File: src/rtl/alu_slice_shift_unit.sv
// ---------------------------------------------------------------------------
// alu_slice_shift_unit
//
// Purpose:
//   Registered compute block that pairs one bit-slice of the processor ALU
//   with the 16-bit logical shift datapath. The ALU slice is meant to be
//   replicated and rippled through cin/cout. The MSB slice's 'set' output
//   feeds back into the 'less' input of slice 0 to implement SLT.
//   The shifters update every enabled cycle, whatever 'op' says.
//   Everything visible at the ports comes from a register, so results
//   appear exactly one enabled clock after the inputs.
//
// Ports:
//   clk       in   1      rising-edge clock
//   reset     in   1      asynchronous active-high reset, clears all outputs
//   en        in   1      register-update enable (outputs hold when low)
//   a, b      in   1      operand bits
//   cin       in   1      carry in from the previous slice
//   ainvert   in   1      invert a before use
//   bnegate   in   1      invert b before use (SUB/SLT, with cin=1)
//   less      in   1      SLT input from the MSB slice's set output
//   op        in   3      operation select
//   number    in   WIDTH  shifter operand
//   range     in   SHW    shift amount, 0..WIDTH-1
//   result    out  1      registered ALU result bit
//   cout      out  1      registered carry out
//   set       out  1      registered raw adder sum (SLT chaining)
//   rshifted  out  WIDTH  registered number >> range
//   lshifted  out  WIDTH  registered number << range
// ---------------------------------------------------------------------------
module alu_slice_shift_unit #(
    parameter int WIDTH = 16,
    parameter int SHW   = 4
) (
    input  logic             clk,
    input  logic             reset,
    input  logic             en,
    input  logic             a,
    input  logic             b,
    input  logic             cin,
    input  logic             ainvert,
    input  logic             bnegate,
    input  logic             less,
    input  logic [2:0]       op,
    input  logic [WIDTH-1:0] number,
    input  logic [SHW-1:0]   range,
    output logic             result,
    output logic             cout,
    output logic             set,
    output logic [WIDTH-1:0] rshifted,
    output logic [WIDTH-1:0] lshifted
);

    // Operation codes shared with the ALU control decoder. SHL and SHR
    // produce no slice result: their data comes from the shifter outputs.
    typedef enum logic [2:0] {
        OP_AND  = 3'b000,
        OP_SHL  = 3'b001,
        OP_OR   = 3'b010,
        OP_XOR  = 3'b011,
        OP_ADD  = 3'b100,
        OP_SLT  = 3'b101,
        OP_SHR  = 3'b110,
        OP_MULT = 3'b111
    } alu_op_e;

    // Conditioned operands and full-adder terms. Subtraction is formed as
    // a + ~b + 1, so the adder itself never needs to know about SUB.
    logic ax;
    logic bx;
    logic sum;
    logic carry;

    assign ax    = a ^ ainvert;
    assign bx    = b ^ bnegate;
    assign sum   = ax ^ bx ^ cin;
    assign carry = (ax & bx) | (ax & cin) | (bx & cin);

    // Next values for the slice outputs. Only the arithmetic operations
    // (ADD/SUB and SLT) drive a carry out, so a ripple chain running a
    // logic op never shows a stale carry. MULT is the single-bit partial
    // product, which is an AND of the conditioned operands.
    logic result_next;
    logic cout_next;

    always_comb begin
        result_next = 1'b0;
        cout_next   = 1'b0;
        case (op)
            OP_AND: begin
                result_next = ax & bx;
            end
            OP_SHL: begin
                result_next = 1'b0;
            end
            OP_OR: begin
                result_next = ax | bx;
            end
            OP_XOR: begin
                result_next = ax ^ bx;
            end
            OP_ADD: begin
                result_next = sum;
                cout_next   = carry;
            end
            OP_SLT: begin
                result_next = less;
                cout_next   = carry;
            end
            OP_SHR: begin
                result_next = 1'b0;
            end
            OP_MULT: begin
                result_next = ax & bx;
            end
            default: begin
                result_next = 1'b0;
                cout_next   = 1'b0;
            end
        endcase
    end

    // Logarithmic barrel shifters. Stage k shifts by 2**k when bit k of
    // range is set. Each constant shift zero-fills, so bits pushed off
    // either end are simply lost. Stage 0 is the unshifted operand, which
    // makes range=0 a straight pass-through.
    logic [WIDTH-1:0] rstage [0:SHW];
    logic [WIDTH-1:0] lstage [0:SHW];

    assign rstage[0] = number;
    assign lstage[0] = number;

    for (genvar k = 0; k < SHW; k++) begin : g_shift_stage
        localparam int STEP = 1 << k;

        assign rstage[k+1] = range[k] ? (rstage[k] >> STEP) : rstage[k];
        assign lstage[k+1] = range[k] ? (lstage[k] << STEP) : lstage[k];
    end

    // Output register bank. Reset is asynchronous, so asserting it
    // mid-cycle clears the outputs at once and throws away whatever was
    // about to load. When en is low every output holds. 'set' always
    // captures the raw sum so the MSB slice can feed SLT whatever the op.
    always_ff @(posedge clk or posedge reset) begin
        if (reset) begin
            result   <= 1'b0;
            cout     <= 1'b0;
            set      <= 1'b0;
            rshifted <= '0;
            lshifted <= '0;
        end else if (en) begin
            result   <= result_next;
            cout     <= cout_next;
            set      <= sum;
            rshifted <= rstage[SHW];
            lshifted <= lstage[SHW];
        end
    end

endmodule

File: config.mk
export PLATFORM = sky130hd
export DESIGN_NAME = alu_slice_shift_unit
export DESIGN_NICKNAME = d
export VERILOG_FILES = /design/src/rtl/alu_slice_shift_unit.sv
export SDC_FILE = /design/constraint.sdc
export NUM_CORES = 1
export LEC_CHECK = 0
export ABC_AREA = 1
export CAP_MARGIN = 20
export CORE_ASPECT_RATIO = 0.8
export CORE_UTILIZATION = 41
export CTS_CLUSTER_DIAMETER = 200
export CTS_CLUSTER_SIZE = 25
export DETAILED_ROUTE_END_ITERATION = 7
export GPL_TIMING_DRIVEN = 0
export PLACE_DENSITY = 0.69
export SLEW_MARGIN = 20
export SYNTH_ARGS = -nofsm -noshare
export SYNTH_HDL_FRONTEND = slang
export SYNTH_SLANG_ARGS = --single-unit
File: constraint.sdc
create_clock -name clk -period 2.3 [get_ports clk]
set_input_delay 0.46 -clock clk [delete_from_list [all_inputs] [get_ports clk]]
set_output_delay 0.46 -clock clk [all_outputs]
set_load 0.005 [all_outputs]
==> results.sh, run 1 <==
export IMPL_use_met1_pct=38.6
export IMPL_vdd_drop_max_mv=0.334
export IMPL_synth_cell_types=27
export IMPL_netlist_area_um2=2530
export IMPL_startpoint_type="primary input"
export IMPL_layout_commonest_cell="nand2_1"
export IMPL_finish_utilization_pct=56.7
export IMPL_num_rows=25
export IMPL_place_detailed_hpwl_um=6700
export IMPL_dieArea_um2=6490
export IMPL_grt_pass1_wl_um=13600
export IMPL_start_util_pct=42.6
export IMPL_drtPass1Iterations=5
export IMPL_clk_path_buf_depth=2
export IMPL_drt_vias_per_instance=5.45
export IMPL_numPortBuffers=65
export IMPL_cts_made_buffers=5
export IMPL_setup_violations=0
export IMPL_first_global_vias=2665
export IMPL_min_path_type="register to register"
export IMPL_synth_nets=404
export IMPL_fp_dieW_um=89.8
export IMPL_async_flop_share_pct=100
export IMPL_path_buf_inv=2
export IMPL_ys_warn_count=0
export IMPL_p_per_area_nw_per_um2=522
export IMPL_dp_cells=515
export IMPL_multi_input_area_um2=1460
export IMPL_first_iter_violations=128
export IMPL_ys_ff_latch=35
export IMPL_skew_ns=0
export IMPL_core_area_um2=5940
export IMPL_die_h_um=72.3
export IMPL_finalNonFillerCells=522
export IMPL_drive_above_1_share_pct=10.4
export IMPL_path_clk_slew_ns=0.07
export IMPL_slowest_stage="fa_1"
export IMPL_routedWlPerCell_um=16.4
export IMPL_p_clk_share_pct=25.5
export IMPL_grt_start_max_net_pins=36
export IMPL_cp_data_required_time_ns=2.47
export IMPL_p_int_mw=1.19
export IMPL_gr_usage_met2_pct=44.4
export IMPL_grt_overflow=0
export IMPL_slew_headroom_pct=52.3
export IMPL_fin_hold_ws_ns=0.484
export IMPL_insertion_delay_ns=0.28
export IMPL_seq_area_um2=876
export IMPL_max_freq_mhz=500
export IMPL_syn_inst=369
export IMPL_crit_chain="clkdlybuf4s50_1 > xnor2_1 > inv_1 > fa_1 > o21ai_0 > a21oi_1 > nand3_1 > nand2_1"
export IMPL_ioPinCount=67
export IMPL_route_vias_total=2843
export IMPL_area_delta_synth_final_pct=33.2
export IMPL_power_leakage_nw=1.66
export IMPL_synth_edf_count=0
export IMPL_end_kind="register"
export IMPL_crit_type="primary input to register"
export IMPL_cts_root_buffer="clkbuf_8"
export IMPL_place_gp_congestion=0.983
export IMPL_synth_area_per_cell_um2=6.86
export IMPL_layout_nets=476
export IMPL_yosysSeqAreaShare_pct=34.6
export IMPL_switchingPower_mw=0.565
export IMPL_crit_family="buffers and inverters"
export IMPL_crit_fanout=2
export IMPL_cpPeakStageDelay_ns=0.49
export IMPL_htree_levels=2
export IMPL_cts_hold_buffers=0
export IMPL_drv_slew=0
export IMPL_netSwitchingFraction_pct=32.1
export IMPL_seqPwrFrac_pct=40.7
export IMPL_top_usage_layer="met2"
export IMPL_p_comb_share_pct=33.8
export IMPL_rsz0062_at_grt="false"
export IMPL_antenna_found_initial=0
export IMPL_most_common_layout_cells="nand2_1 (150), nand3_1 (102), clkdlybuf4s50_1 (65)"
export IMPL_antenna_left=0
export IMPL_fillers=586
export IMPL_finalHoldViolCount=0
export IMPL_synth_ff_type="dfrtp_1"
export IMPL_fin_crit_ns=2.00
export IMPL_drc=0
export IMPL_ctsResizeCount=0
export IMPL_antenna_cells=0
export IMPL_drt_wl_total_um=8580
export IMPL_status="finished, final reports clean"
export IMPL_cts_sinks=35
export IMPL_use_met3_pct=5.03
export IMPL_fin_crit_sh_pct=86.9
export IMPL_maxCapViolations=0
export IMPL_critical_path_arrival_ns=2.17
export IMPL_tritoncts="built"
export IMPL_track_usage_pct=27.4
export IMPL_post_cts_setup_buffers=0
export IMPL_tightest_slew_ns=0.714
==> synthesized netlist by cell type (3+ instances only) <==
master,number,area (µm²)
a21oi_1,3,15.0
buf_2,11,55.1
buf_4,3,22.5
clkbuf_1,3,11.3
dfrtp_1,35,876
inv_1,7,26.3
nand2_1,150,563
nand2_2,4,25.0
nand2_4,6,67.6
nand3_1,102,510
nand3_2,6,60.1
nand4_1,6,37.5
nor2_1,5,18.8
o21ai_0,8,40.0
==> sequential cells by signal, summed over array words and instances, names as in the netlist <==
register / flops
lshifted: 16
rshifted: 16
cout: 1
result: 1
set: 1
==> final timing paths <==
kind	start	endpoint	slack (ns)	cells past startpoint
worst max-delay path	bnegate	result	0.30	8
worst min-delay path	rshifted[10]	rshifted[10]	0.48	2
worst max register to register	lshifted[8]	lshifted[8]	1.55	2
worst min register to register	rshifted[10]	rshifted[10]	0.48	2
max in group asynchronous	reset	lshifted[14]	1.22	2
min in group asynchronous	reset	rshifted[13]	0.61	2
==> cell type report <==
class                           count  area share (%)
Clock buffer                        6            2.45
Sequential cell                    35            26.0
Clock inverter                      1           0.149
Multi-Input combinational cell    302            43.3
Inverter                           11            1.45
Timing Repair Buffer               65            19.3
Buffer                             21            4.34
Tap cell                           81            3.01
==> metal layers <==
| metal | vias to the layer above | share of wire [%] |
|---|---|---|
| li1 | 1371 | - |
| met1 | 1333 | 47 |
| met2 | 130 | 45 |
| met3 | 9 | 7.6 |
| met4 | 0 | 1.0 |
| met5 | - | 0 |
==> power by group through the flow <==
stage | registers, mW | logic (mW) | clock network, mW
after global routing | 0.724 | 0.654 | 0.480
after detailed placement | 0.727 | 0.587 | 0
final | 0.716 | 0.595 | 0.448
after floorplan | 0.730 | 0.294 | 0
after CTS | 0.717 | 0.591 | 0.454
after global placement | 0.724 | 0.590 | 0
==> metrics by stage <==
stage                     power [mW]  setup TNS, ns  worst slack [ns]  cell area (µm²)
after floorplan                 1.02              0             0.662             2530
after global routing            1.86              0             0.180             3370
after detailed placement        1.31       -0.00399          -0.00399             3280
after global placement          1.31              0            0.0511             3280
after CTS                       1.76              0             0.306             3370
final                           1.76              0             0.301             3370
==> cells by family after synthesis <==
| logic type | Yosys count | synth area share (%) |
|---|---|---|
| simple gates | 280 | 51.1 |
| flops | 35 | 34.6 |
| buf+inv | 32 | 7.71 |
| compound gates | 17 | 4.06 |
| fa+ha+maj | 3 | 1.78 |
| xor+xnor | 2 | 0.693 |
==> worst min-delay path: cells and delay by family, from the launching register on <==
kind | cells | cell delay (ns)
and+or+nand+nor | 2 | 0.10
DFF | 1 | 0.35
No activity file was read; power rests on OpenSTA's default activity.
==> run 2, diff against run 1 <==
- CELL_PAD_IN_SITES_DETAIL_PLACEMENT: not set -> 1
- CELL_PAD_IN_SITES_GLOBAL_PLACEMENT: not set -> 1
- CORE_UTILIZATION: 41 -> 37
- PLACE_DENSITY: 0.69 -> not set
- PLACE_DENSITY_LB_ADDON: not set -> 0.1
==> run 2 against run 1 <==
  * Critical path type unchanged
  * Sequential power is essentially flat
  * Largest cell class unchanged
  * Maximum frequency grew 1.3%
  * Clock skew is the same
  * Global-route usage grew 1.9 points
  * Utilization shrank 4.4 points
  * Sequential share of layout area shrank 0.25 points
  * Worst hold slack gained 0.0029 ns
  * Final cell count grew 0.77%
  * First-iteration DRC count grew 20%
==> results.sh, run 2 (synthesis results as in run 1) <==
export IMPL_status="finished, final reports clean"
export IMPL_grt_start_max_net_pins=36
export IMPL_pre_cts_slack_ns=-0.0316
export IMPL_first_global_vias=3044
export IMPL_crit_type="primary input to register"
export IMPL_area_delta_synth_final_pct=34.5
export IMPL_end_kind="register"
export IMPL_layout_nets=476
export IMPL_cts_hold_buffers=0
export IMPL_most_common_layout_cells="nand2_1 (150), nand3_1 (102), clkdlybuf4s50_1 (65)"
export IMPL_antenna_found_initial=0
export IMPL_place_gp_congestion=0.894
export IMPL_path_clk_slew_ns=0.09
export IMPL_post_layout_total_power_mw=1.92
export IMPL_finalHoldViolCount=0
export IMPL_tightest_slew_ns=0.725
export IMPL_fin_hold_ws_ns=0.487
export IMPL_route_vias_total=2922
export IMPL_rsz0062_at_grt="false"
export IMPL_netSwitchingFraction_pct=32.8
export IMPL_finalNonFillerCells=526
export IMPL_clk_path_buf_depth=2
export IMPL_crit_fanout=2
export IMPL_place_detailed_hpwl_um=7640
export IMPL_cts_sinks=35
export IMPL_slew_headroom_pct=51.6
export IMPL_drt_vias_per_instance=5.56
export IMPL_dieArea_um2=7170
export IMPL_vdd_drop_max_mv=0.247
export IMPL_seq_area_um2=876
export IMPL_core_area_um2=6510
export IMPL_maxCapViolations=0
export IMPL_cts_made_buffers=5
export IMPL_min_path_type="register to register"
export IMPL_fin_crit_ns=1.97
export IMPL_num_rows=26
export IMPL_setup_tns_ns=0
export IMPL_drv_slew=0
export IMPL_power_leakage_nw=1.67
export IMPL_skew_ns=0
export IMPL_place_area_um2=3290
export IMPL_drt_wl_total_um=9700
export IMPL_first_iter_violations=153
export IMPL_critical_path_arrival_ns=2.17
export IMPL_p_clk_share_pct=30.9
export IMPL_insertion_delay_ns=0.29
export IMPL_tritoncts="built"
export IMPL_track_usage_pct=29.3
export IMPL_switchingPower_mw=0.629
export IMPL_cts_root_buffer="clkbuf_8"
export IMPL_multi_input_area_um2=1460
export IMPL_fin_crit_sh_pct=85.8
export IMPL_post_cts_setup_buffers=0
export IMPL_p_per_area_nw_per_um2=563
export IMPL_die_h_um=76.0
export IMPL_finish_utilization_pct=52.3
export IMPL_htree_levels=2
export IMPL_drive_above_1_share_pct=10.6
export IMPL_fin_area_um2=3400
export IMPL_seqPwrFrac_pct=37.5
export IMPL_max_freq_mhz=507
export IMPL_fp_dieW_um=94.5
export IMPL_numPortBuffers=65
export IMPL_antenna_cells=0
export IMPL_grt_pass1_wl_um=16000
export IMPL_grt_overflow=0
export IMPL_cp_data_required_time_ns=2.50
export IMPL_layout_commonest_cell="nand2_1"
export IMPL_ctsResizeCount=0
export IMPL_fillers=858
export IMPL_dp_cells=518
export IMPL_p_comb_share_pct=31.6
export IMPL_top_regs="lshifted x16, rshifted x16"
export IMPL_fin_ws_ns=0.327
export IMPL_routedWlPerCell_um=18.4
export IMPL_startpoint_type="primary input"
export IMPL_drtPass1Iterations=4
export IMPL_antenna_left=0
export IMPL_p_int_mw=1.29
export IMPL_ioPinCount=67
export IMPL_drc=0
export IMPL_setup_violations=0
export IMPL_start_util_pct=38.9
## run 2: cell count changes in the layout (fill, tap and decap cells not counted), sizes merged
cell,delta
clkbuf,-1
inv,+1
bufinv,+1
## run 2: cell type report
type / instances / share of cell area (%)
Timing Repair Buffer: 65 / 19.1
Tap cell: 84 / 3.09
Clock inverter: 3 / 1.40
Sequential cell: 35 / 25.7
Buffer: 21 / 4.30
Multi-Input combinational cell: 302 / 42.9
Clock buffer: 5 / 2.02
Inverter: 11 / 1.43
## run 2: metal layers
metal	part of all wire [%]	up-vias	wire (µm)	track usage (%)
met4	1.7	0	161	7.88
met1	45	1464	4400	40.3
met5	0	-	0	0
met3	4.5	16	441	4.62
li1	-	1372	-	-
met2	48	70	4700	47.7
## run 2: final timing paths
check                              from           end  slack, ns  cells past startpoint
max in group asynchronous         reset   lshifted[7]       1.23                      2
min in group asynchronous         reset  rshifted[11]       0.60                      2
max reg2reg                 rshifted[7]   rshifted[7]       1.51                      2
min                        rshifted[11]  rshifted[11]       0.49                      2
min reg2reg                rshifted[11]  rshifted[11]       0.49                      2
max                             bnegate        result       0.33                      8
## run 2: worst max-delay path, cell delays in order
cell             delay, ns
clkdlybuf4s50_1       0.41
xnor2_1               0.24
inv_1                 0.13
fa_1                  0.51
o21ai_0               0.18
a21oi_1               0.08
nand3_1               0.10
nand2_1               0.06
## run 2: power by group through the flow
| stage | clock [mW] | combinational, mW | sequential, mW |
|---|---|---|---|
| 6_report | 0.591 | 0.606 | 0.718 |
| 5_1_grt | 0.623 | 0.667 | 0.726 |
| 4_1_cts | 0.601 | 0.605 | 0.720 |
| 3_5_place_dp | 0 | 0.600 | 0.731 |
| 3_3_place_gp | 0 | 0.583 | 0.728 |
| 2_1_floorplan | 0 | 0.294 | 0.730 |
